**src/rtl/puf_rng_pkg.sv**
```systemverilog
// Shared types and default parameters for the PUF RNG nibble collector.
package puf_rng_pkg;

    typedef enum logic [1:0] {
        ST_IDLE = 2'd0,
        ST_REQ  = 2'd1,
        ST_HOLD = 2'd2
    } state_t;

    localparam int DEF_WORD_W      = 32;
    localparam int DEF_TIMEOUT_CYC = 1024;
    localparam int DEF_REP_LIMIT   = 8;

endpackage

```
**src/rtl/puf_rng_rep_check.sv**
```systemverilog
// Repetition-count health test over the accepted nibble stream.
// fail_o is combinational so the collector can discard in the same cycle.
module puf_rng_rep_check
    import puf_rng_pkg::*;
#(
    parameter int REP_LIMIT = DEF_REP_LIMIT
) (
    input  logic       clk_i,
    input  logic       rst_i,
    input  logic       clr_i,
    input  logic       valid_i,
    input  logic [3:0] nib_i,
    output logic       fail_o
);

    localparam int RW = $clog2(REP_LIMIT + 1);
    localparam logic [RW-1:0] LIMIT_C = RW'(REP_LIMIT);

    logic [3:0]    prev_q;
    logic [RW-1:0] cnt_q;
    logic [RW-1:0] cnt_d;

    // A zero count marks "no previous nibble", so the first one always starts a run of 1.
    always_comb begin
        cnt_d = RW'(1);
        if ((cnt_q != '0) && (nib_i == prev_q)) begin
            cnt_d = cnt_q + RW'(1);
        end
    end

    assign fail_o = valid_i & (cnt_d == LIMIT_C);

    always_ff @(posedge clk_i) begin
        if (rst_i || clr_i) begin
            prev_q <= '0;
            cnt_q  <= '0;
        end else if (valid_i) begin
            prev_q <= nib_i;
            cnt_q  <= cnt_d;
        end
    end

endmodule

```
**src/rtl/puf_rng_collector.sv**
```systemverilog
// Requests nibbles from the PUF core, packs them MSB-first into words,
// applies health/timeout checks and hands words downstream.
module puf_rng_collector
    import puf_rng_pkg::*;
#(
    parameter int WORD_W      = DEF_WORD_W,
    parameter int TIMEOUT_CYC = DEF_TIMEOUT_CYC,
    parameter int REP_LIMIT   = DEF_REP_LIMIT
) (
    input  logic              clk_i,
    input  logic              rst_i,
    input  logic              enable_i,
    input  logic              rng_mode_i,
    input  logic [3:0]        rng4bit_i,
    input  logic              rng4bit_done_i,
    output logic              es_rng_req_o,
    output logic [WORD_W-1:0] word_o,
    output logic              word_valid_o,
    input  logic              word_ready_i,
    output logic              timeout_err_o,
    output logic              rep_err_o,
    input  logic              err_clr_i,
    output state_t            dbg_state_o
);

    localparam int NIBS = WORD_W / 4;
    localparam int NW   = $clog2(NIBS + 1);
    localparam int TW   = $clog2(TIMEOUT_CYC);
    localparam logic [NW-1:0] NIBS_C = NW'(NIBS);
    localparam logic [TW-1:0] TO_MAX = TW'(TIMEOUT_CYC - 1);

    state_t            state_q;
    logic [WORD_W-1:0] word_q, word_d;
    logic [NW-1:0]     nib_cnt_q, nib_cnt_d;
    logic [TW-1:0]     to_cnt_q, to_cnt_d;
    logic              req_q, valid_q, terr_q, rerr_q;
    logic              go, accept, hs, start_req, to_fire, rep_fail;

    // Handshake: word_o is held while word_valid_o=1; a transfer happens on
    // any cycle with word_valid_o & word_ready_i, and valid drops the next cycle.
    assign go        = enable_i & rng_mode_i;
    assign accept    = (state_q == ST_REQ) & go & rng4bit_done_i;
    assign hs        = (state_q == ST_HOLD) & word_ready_i;
    assign start_req = go & ((state_q == ST_IDLE) | hs);
    assign to_fire   = (state_q == ST_REQ) & go & ~rng4bit_done_i & (to_cnt_d == TO_MAX);
    assign word_d    = {word_q[WORD_W-5:0], rng4bit_i};
    assign nib_cnt_d = nib_cnt_q + NW'(1);
    assign to_cnt_d  = (to_cnt_q == TO_MAX) ? to_cnt_q : to_cnt_q + TW'(1);

    puf_rng_rep_check #(.REP_LIMIT(REP_LIMIT)) u_rep_check (
        .clk_i   (clk_i),
        .rst_i   (rst_i),
        .clr_i   (start_req | rep_fail),
        .valid_i (accept),
        .nib_i   (rng4bit_i),
        .fail_o  (rep_fail)
    );

    always_ff @(posedge clk_i) begin
        if (rst_i) begin
            state_q   <= ST_IDLE;
            word_q    <= '0;
            nib_cnt_q <= '0;
            to_cnt_q  <= '0;
            req_q     <= 1'b0;
            valid_q   <= 1'b0;
            terr_q    <= 1'b0;
            rerr_q    <= 1'b0;
        end else begin
            case (state_q)
                ST_IDLE: begin
                    if (go) begin
                        state_q   <= ST_REQ;
                        req_q     <= 1'b1;
                        nib_cnt_q <= '0;
                        to_cnt_q  <= '0;
                    end
                end
                ST_REQ: begin
                    if (!go) begin
                        state_q   <= ST_IDLE;
                        req_q     <= 1'b0;
                        word_q    <= '0;
                        nib_cnt_q <= '0;
                    end else if (rng4bit_done_i) begin
                        to_cnt_q <= '0;
                        if (rep_fail) begin
                            word_q    <= '0;
                            nib_cnt_q <= '0;
                        end else begin
                            word_q <= word_d;
                            if (nib_cnt_d == NIBS_C) begin
                                state_q   <= ST_HOLD;
                                req_q     <= 1'b0;
                                valid_q   <= 1'b1;
                                nib_cnt_q <= '0;
                            end else begin
                                nib_cnt_q <= nib_cnt_d;
                            end
                        end
                    end else begin
                        to_cnt_q <= to_cnt_d;
                        if (to_fire) begin
                            state_q   <= ST_IDLE;
                            req_q     <= 1'b0;
                            word_q    <= '0;
                            nib_cnt_q <= '0;
                        end
                    end
                end
                ST_HOLD: begin
                    if (word_ready_i) begin
                        valid_q <= 1'b0;
                        if (go) begin
                            state_q   <= ST_REQ;
                            req_q     <= 1'b1;
                            nib_cnt_q <= '0;
                            to_cnt_q  <= '0;
                        end else begin
                            state_q <= ST_IDLE;
                        end
                    end
                end
                default: state_q <= ST_IDLE;
            endcase

            // A new error event outranks a clear in the same cycle.
            if (to_fire)        terr_q <= 1'b1;
            else if (err_clr_i) terr_q <= 1'b0;
            if (rep_fail)       rerr_q <= 1'b1;
            else if (err_clr_i) rerr_q <= 1'b0;
        end
    end

    assign es_rng_req_o  = req_q;
    assign word_o        = word_q;
    assign word_valid_o  = valid_q;
    assign timeout_err_o = terr_q;
    assign rep_err_o     = rerr_q;
    assign dbg_state_o   = state_q;

endmodule

```
**config.mk**
```make
export PLATFORM = sky130hd
export DESIGN_NAME = puf_rng_collector
export DESIGN_NICKNAME = d
export VERILOG_FILES = /design/src/rtl/puf_rng_pkg.sv /design/src/rtl/puf_rng_rep_check.sv /design/src/rtl/puf_rng_collector.sv
export SDC_FILE = /design/constraint.sdc
export NUM_CORES = 1
export LEC_CHECK = 0
export ABC_AREA = 0
export CAP_MARGIN = 30
export CORE_ASPECT_RATIO = 1.2
export CORE_MARGIN = 3
export CORE_UTILIZATION = 60
export CTS_BUF_LIST = sky130_fd_sc_hd__clkbuf_2 sky130_fd_sc_hd__clkbuf_4 sky130_fd_sc_hd__clkbuf_8
export CTS_CLUSTER_SIZE = 10
export DETAILED_ROUTE_END_ITERATION = 10
export PLACE_DENSITY = 0.88
export SLEW_MARGIN = 20
export SYNTH_ARGS = -nofsm -noshare
export SYNTH_HDL_FRONTEND = slang
export SYNTH_SLANG_ARGS = --single-unit
```
**constraint.sdc**
```tcl
create_clock -name clk_i -period 5.6 [get_ports clk_i]
set_clock_uncertainty 0.1 [all_clocks]
set_input_delay 1.12 -clock clk_i [delete_from_list [all_inputs] [get_ports clk_i]]
set_output_delay 1.12 -clock clk_i [all_outputs]
set_load 0.01 [all_outputs]
```
# Word-level counts from Yosys, hierarchy flattened
# Index checks and enable logic that the tools add are counted.
# W data, S select, Z words.
word_totals:
  reg_bits: 60
  input_bits: 11
  out_inout_bits: 38
op_classes:
  add_sub_neg: 3
  eq_ne: 17
  mux: 45
  bitwise_logic: 11
  n_reduce_logical: 14
ops:
  columns: ["operator", "n"]
  rows:
  - ["$mux W32", 4]
  - ["$mux W10", 5]
  - ["$mux W4", 8]
  - ["$pmux W10 S3", 1]
  - ["$eq A10 B10 Y1 const B", 2]
  - ["$mux W1", 16]
  - ["$mux W2", 7]
  - ["$pmux W4 S3", 1]
  - ["$add A10 B1 Y10 const B", 1]
  - ["$ne A2 B2 Y1 const B", 5]
  - ["$reduce_and A5 Y1", 2]
  - ["$add A4 B1 Y4 const B", 2]
  - ["$and A1 B1 Y1", 8]
  - ["$eq A4 B4 Y1 const B", 2]
  - ["$ne A4 B4 Y1 const B", 2]
  - ["$pmux W2 S3", 1]
  - ["$reduce_and A3 Y1", 2]
  - ["$reduce_and A6 Y1", 1]
  - ["$reduce_bool A2 Y1", 3]
  - ["$eq A4 B4 Y1", 1]
  - ["$ne A4 B3 Y1 const B", 1]
  - ["$reduce_bool A4 Y1", 1]
  - ["$ne A3 B2 Y1 const B", 1]
  - ["$pmux W1 S3", 1]
  - ["other kinds (11)", 12]

# Logic depth before layout (Yosys ltp)
logic_depth:
  word_depth: 9
  depth_mapped: 9

# Hierarchy
# A second synthesis with hierarchy kept.
unflattened:
  hier_cells: 348
  hier_area_um2: 2970.3
modules_own_cells:
  columns: ["mod", "n_inst", "cells_per_inst", "area_each_um2"]
  rows:
  - ["puf_rng_collector", 1, 293, 2478.6]
  - ["puf_rng_rep_check", 1, 55, 491.7]

# Least setup slack after synthesis
# No wires, ideal clock.
synth_path:
  kind: "input to register"
  startpoint: "in enable_i"
  endpoint: "reg nib_cnt_q[2]"
  setup_time_ns: 0.088
  t_arrival_ns: 2.306
  setup_slack_ns: 3.105
  stages: 6
  path_buffers: 2
  cell_sequence: "and2_1 > clkbuf_1 > nand3_1 > clkbuf_1 > or3_1 > a311oi_2"
synth_via:
  elab_chain_len: 8
  elab_cells_between_ends: 14
synth_lines:
  columns: ["item", "line", "source"]
  rows:
  - ["start: declaration", "puf_rng_collector.sv:12", "input logic enable_i,"]
  - ["$and A1 B1 Y1 *", "puf_rng_collector.sv:41", "assign go = enable_i & rng_mode_i;"]
  - ["$and A1 B1 Y1", "puf_rng_collector.sv:42, puf_rng_collector.sv:45", null]
  - ["$and A1 B1 Y1", "puf_rng_collector.sv:42", "assign accept = (state_q == ST_REQ) & go & rng4bit_done_i;"]
  - ["$and A1 B1 Y1", "puf_rng_rep_check.sv:31", "assign fail_o = valid_i & (cnt_d == LIMIT_C);"]
  - ["$mux W4", "puf_rng_collector.sv:87", "if (rep_fail) begin"]
  - ["$mux W4", "puf_rng_collector.sv:85", "end else if (rng4bit_done_i) begin"]
  - ["$mux W4", "puf_rng_collector.sv:80", "if (!go) begin"]
  - ["$pmux W4 S3", "puf_rng_collector.sv:70", "case (state_q)"]
  - ["end signal: assignment", "puf_rng_collector.sv:98", "nib_cnt_q <= nib_cnt_d;"]
  - ["end: declaration", "puf_rng_collector.sv:34", "logic [NW-1:0] nib_cnt_q, nib_cnt_d;"]
# Every way passes the cells marked *; elsewhere a longest branch is shown, timed or not. The select of a mux whose other input is x is not followed.
# A chain may end at the register's enable or synchronous reset.

# Worst setup path in the final report
layout_path:
  startpoint: "in enable_i"
  endpoint: "reg word_q[21], in the netlist word_o[21]"
layout_via:
  elab_chain_len: 7
  elab_cells_between_ends: 11
layout_lines:
  columns: ["item", "line", "source"]
  rows:
  - ["$and A1 B1 Y1 *", "puf_rng_collector.sv:41", null]
  - ["$and A1 B1 Y1", "puf_rng_collector.sv:42, puf_rng_collector.sv:45", null]
  - ["$and A1 B1 Y1", "puf_rng_collector.sv:42", null]
  - ["$and A1 B1 Y1", "puf_rng_rep_check.sv:31", null]
  - ["$mux W32", "puf_rng_collector.sv:87", null]
  - ["$mux W32", "puf_rng_collector.sv:85", null]
  - ["$mux W32", "puf_rng_collector.sv:80", null]
  - ["end signal: assignment", "puf_rng_collector.sv:91", "word_q <= word_d;"]
  - ["end: declaration", "puf_rng_collector.sv:33", "logic [WORD_W-1:0] word_q, word_d;"]
# Every way passes the cells marked *; elsewhere a longest branch is shown, timed or not.

==> results.yml <==
status:
  status: "finished, final reports clean"
place:
  routabilityCongestion: 0.881
  place_worst_setup_slack_ps: 2320
  placement.cell_area_um2: 3470
  portBuffers: 48
  place_hpwl_um: 5060
detailed_routing:
  firstDrtPassIters: 5
  wirelength_um: 8020
  ant_nets: 0
  routed_wire_length_per_instance_um: 16.9
  detail_route.drc_violations: 0
  drt-initial-drc-count: 387
  detailroute.via_count: 3081
  route.detailed.vias_per_inst: 6.50
timing:
  layout_worst_path_cycle_share: 0.527
  final-hold-violation-count: 0
  setup_slack_ps: 2650
  timing_max_transition_violations_final: 0
  final-setup-viol-count: 0
  period_needed_ps: 2950
  timing.slew.headroom: 0.366
  finalHoldWorstSlack_ps: 368
  timing.fmax_ghz: 0.339
  setup_repair_after_global_routing_missed_its_margin: "no"
  totalNegativeSetupSlack_ps: 0
  worst_max_slew_pin_slew_ps: 951
layout:
  num_antenna_cells: 0
  final_cell_area_um2: 3760
  num-nets-final: 426
  layout-drive-gt1-share: 0.0865
  n_fill_cell: 342
  flow.area_growth_from_synthesis_pct: 24.5
floorplan:
  io_pins: 49
  floorplan.initialDensity: 0.639
  die_x_um: 70.8
  core.rowCount: 27
  placeableCoreArea_um2: 4730
  die-area_um2: 5930
  floorplan.die.height_um: 83.8
critical_path:
  element_type_at_the_critical_path_end: "flip-flop"
  startpoint_type_of_the_worst_setup_path: "input port"
  cpMaxStageDelayCell: "clkdlybuf4s50_1"
  crit_chain: "clkdlybuf4s50_1, and2_1, nand3_1, nor2_2, buf_4, a22oi_1, a21oi_1"
  cpPeakStageDelay_ps: 490
  worst-r2r-setup-slack_ps: 2910
  worstPathArrival_ps: 3120
  cp.required_ps: 5770
  type_of_the_worst_setup_path: "input port to flip-flop"
  crit_buf_inv: 2
  path_delay_family: "buffers and inverters"
  critPathMaxFanout: 33
logic_synthesis:
  yosys-mux-area-fraction: 0.00331
  dominantRegCellSynth: "dfxtp_1"
  synth_fa_ha_area_frac: 0.0166
  post_synth_main_area_contributors: "dfxtp_1 40%, a21oi_1 8.4%, a22oi_1 8.4%, nand3_1 6.8%, nand2_1 4.1%"
  netlist_instances: 375
  ys_async_sr_fraction: 0
  yosys.cell_types.count: 56
  synth_top_cell_by_area: "dfxtp_1"
  post_synthesis_compound_gate_area_fraction: 0.279
  netlist.area_leader.share: 0.397
  yosys.area_share.xor_xnor: 0.0203
  ys.warnings.count: 0
  avgSynthCellArea_um2: 8.06
  synth_top_family_by_area: "compound AO/OA/AOI/OAI gates"
  netlist_top_cells_count: "60 x dfxtp_1, 51 x a21oi_1, 41 x nand3_1"
  synth_sequential_area_ratio: 0.397
  synth_enable_flop_cells: 0
  mappedNetlistNets: 390
  yosys.cell_count.top_type: "dfxtp_1"
  synth_simple_gate_area_share: 0.222
  synthesized_flop_and_latch_total: 60
  netlist_area_um2: 3020
global_routing:
  globalRoute.totalOverflow: 0
  grt_start_max_net_pins: 52
  grt_pass1_vias: 2900
  groute.usage.overall: 0.273
  grt_pass1_wl_um: 13300
  grt_antenna_before_repair: 0
power_and_ir_drop:
  share_clk_of_total_power: 0.535
  total_power_mw: 0.995
  net-switching-power_mw: 0.211
  sw_frac_of_total: 0.212
  power.static_leakage_nw: 1.24
  internal-power_mw: 0.784
  cellPowerDensity_nw_per_um2: 264
  max-vdd-ir-drop_mv: 0.200
  share_seq_of_total_power: 0.430
  combinationalPowerShare: 0.035
cts:
  worstSkewPairLatency_ps: 350
  clk_pin_slew_worst_paths_ps: 70
  ctsHoldBuffers: 0
  clock_sink_count: 60
  cts-resized-gates: 0
  cts-root-buf: "clkbuf_8"
  cts_tree: "done"
  clock_tree.buffer_depth: 2
  cts_inserted_buffers: 9
  htree_levels: 3
  post_cts_buffers: 0
run:
  drv_cap: 0
worst_hold_path:
  hold_removal_path_class: "flip-flop to flip-flop"
## power by group through the flow
| stage | logic, mW | registers, mW | clock network [mW] |
|---|---|---|---|
| floorplan | 0.0189 | 0.438 | 0 |
| global placement | 0.0340 | 0.438 | 0 |
| detailed placement | 0.0344 | 0.438 | 0 |
| CTS | 0.0345 | 0.428 | 0.534 |
| global route | 0.0378 | 0.428 | 0.553 |
| finish | 0.0349 | 0.428 | 0.532 |
## final cells by class
cell class / instances / area, um2 / share of cell area
clock buffer: 9 / 124 / 0.0329
clock inverter: 7 / 146 / 0.0389
inverter: 11 / 41.3 / 0.0110
multi-input combinational: 276 / 1640 / 0.436
sequential: 60 / 1200 / 0.319
tap: 58 / 72.6 / 0.0193
timing repair buffer: 53 / 537 / 0.143
## sequential cells by signal, indices dropped and copies added, names as in the netlist
register,count
dbg_state_o,2
es_rng_req_o,1
nib_cnt_q,4
rep_err_o,1
timeout_err_o,1
to_cnt_q,10
u_rep_check.cnt_q,4
u_rep_check.prev_q,4
word_o,32
word_valid_o,1
## metal layers
metal  GRT usage  wire length [um]
met1       0.340              3330
met2       0.452              4000
met3      0.0458               505
met4       0.133               184
met5           0                 0
## worst min-delay path, stage by stage (launching register included)
cell,delay (ps)
dfxtp_1,320
nand2_1,50
a21oi_1,50
## metrics by stage
step | instances | util
final | 474 | 0.796
after global routing | 474 | 0.796
after CTS | 473 | 0.790
after detailed placement | 457 | 0.733
after global placement | 456 | 0.730
after floorplan | 375 | -
## logic make-up after synthesis
kind of cell / after synthesis
AND/OR/NAND/NOR: 134
AO/OA/AOI/OAI: 130
flip-flops: 60
buffers and inverters: 39
XOR/XNOR: 7
adder cells (fa/ha/maj): 4
multiplexers: 1
## path summary, 6_finish.rpt
kind,end,cells past startpoint,from
worst max-delay path,word_o[21],7,enable_i
worst min-delay path,u_rep_check.prev_q[0],2,u_rep_check.prev_q[0]
worst max register to register,nib_cnt_q[2],8,to_cnt_q[0]
worst min register to register,u_rep_check.prev_q[0],2,u_rep_check.prev_q[0]
## cells in the final DEF (no fill, tap or decap), types with 2 or more instances in the layout
cell and n:
nand4_1 3, bufinv_16 4, xnor2_1 4, nand2_1 33, o21ai_0 15, buf_4 3, a211oi_1 2, nand3b_1 2
nor2_1 20, clkdlybuf4s50_1 47, dfxtp_1 60, nor2_2 2, clkbuf_8 9, nand2b_1 3, nor2b_1 2, a21o_1 3
a32oi_1 2, inv_6 2, nand3_1 41, nand4b_1 2, xor2_1 3, a22oi_1 34, a31oi_1 5, a21oi_1 51
ha_1 4, nor3_1 11, inv_1 11, and2_1 4
Power figures use the tool's default switching activity.
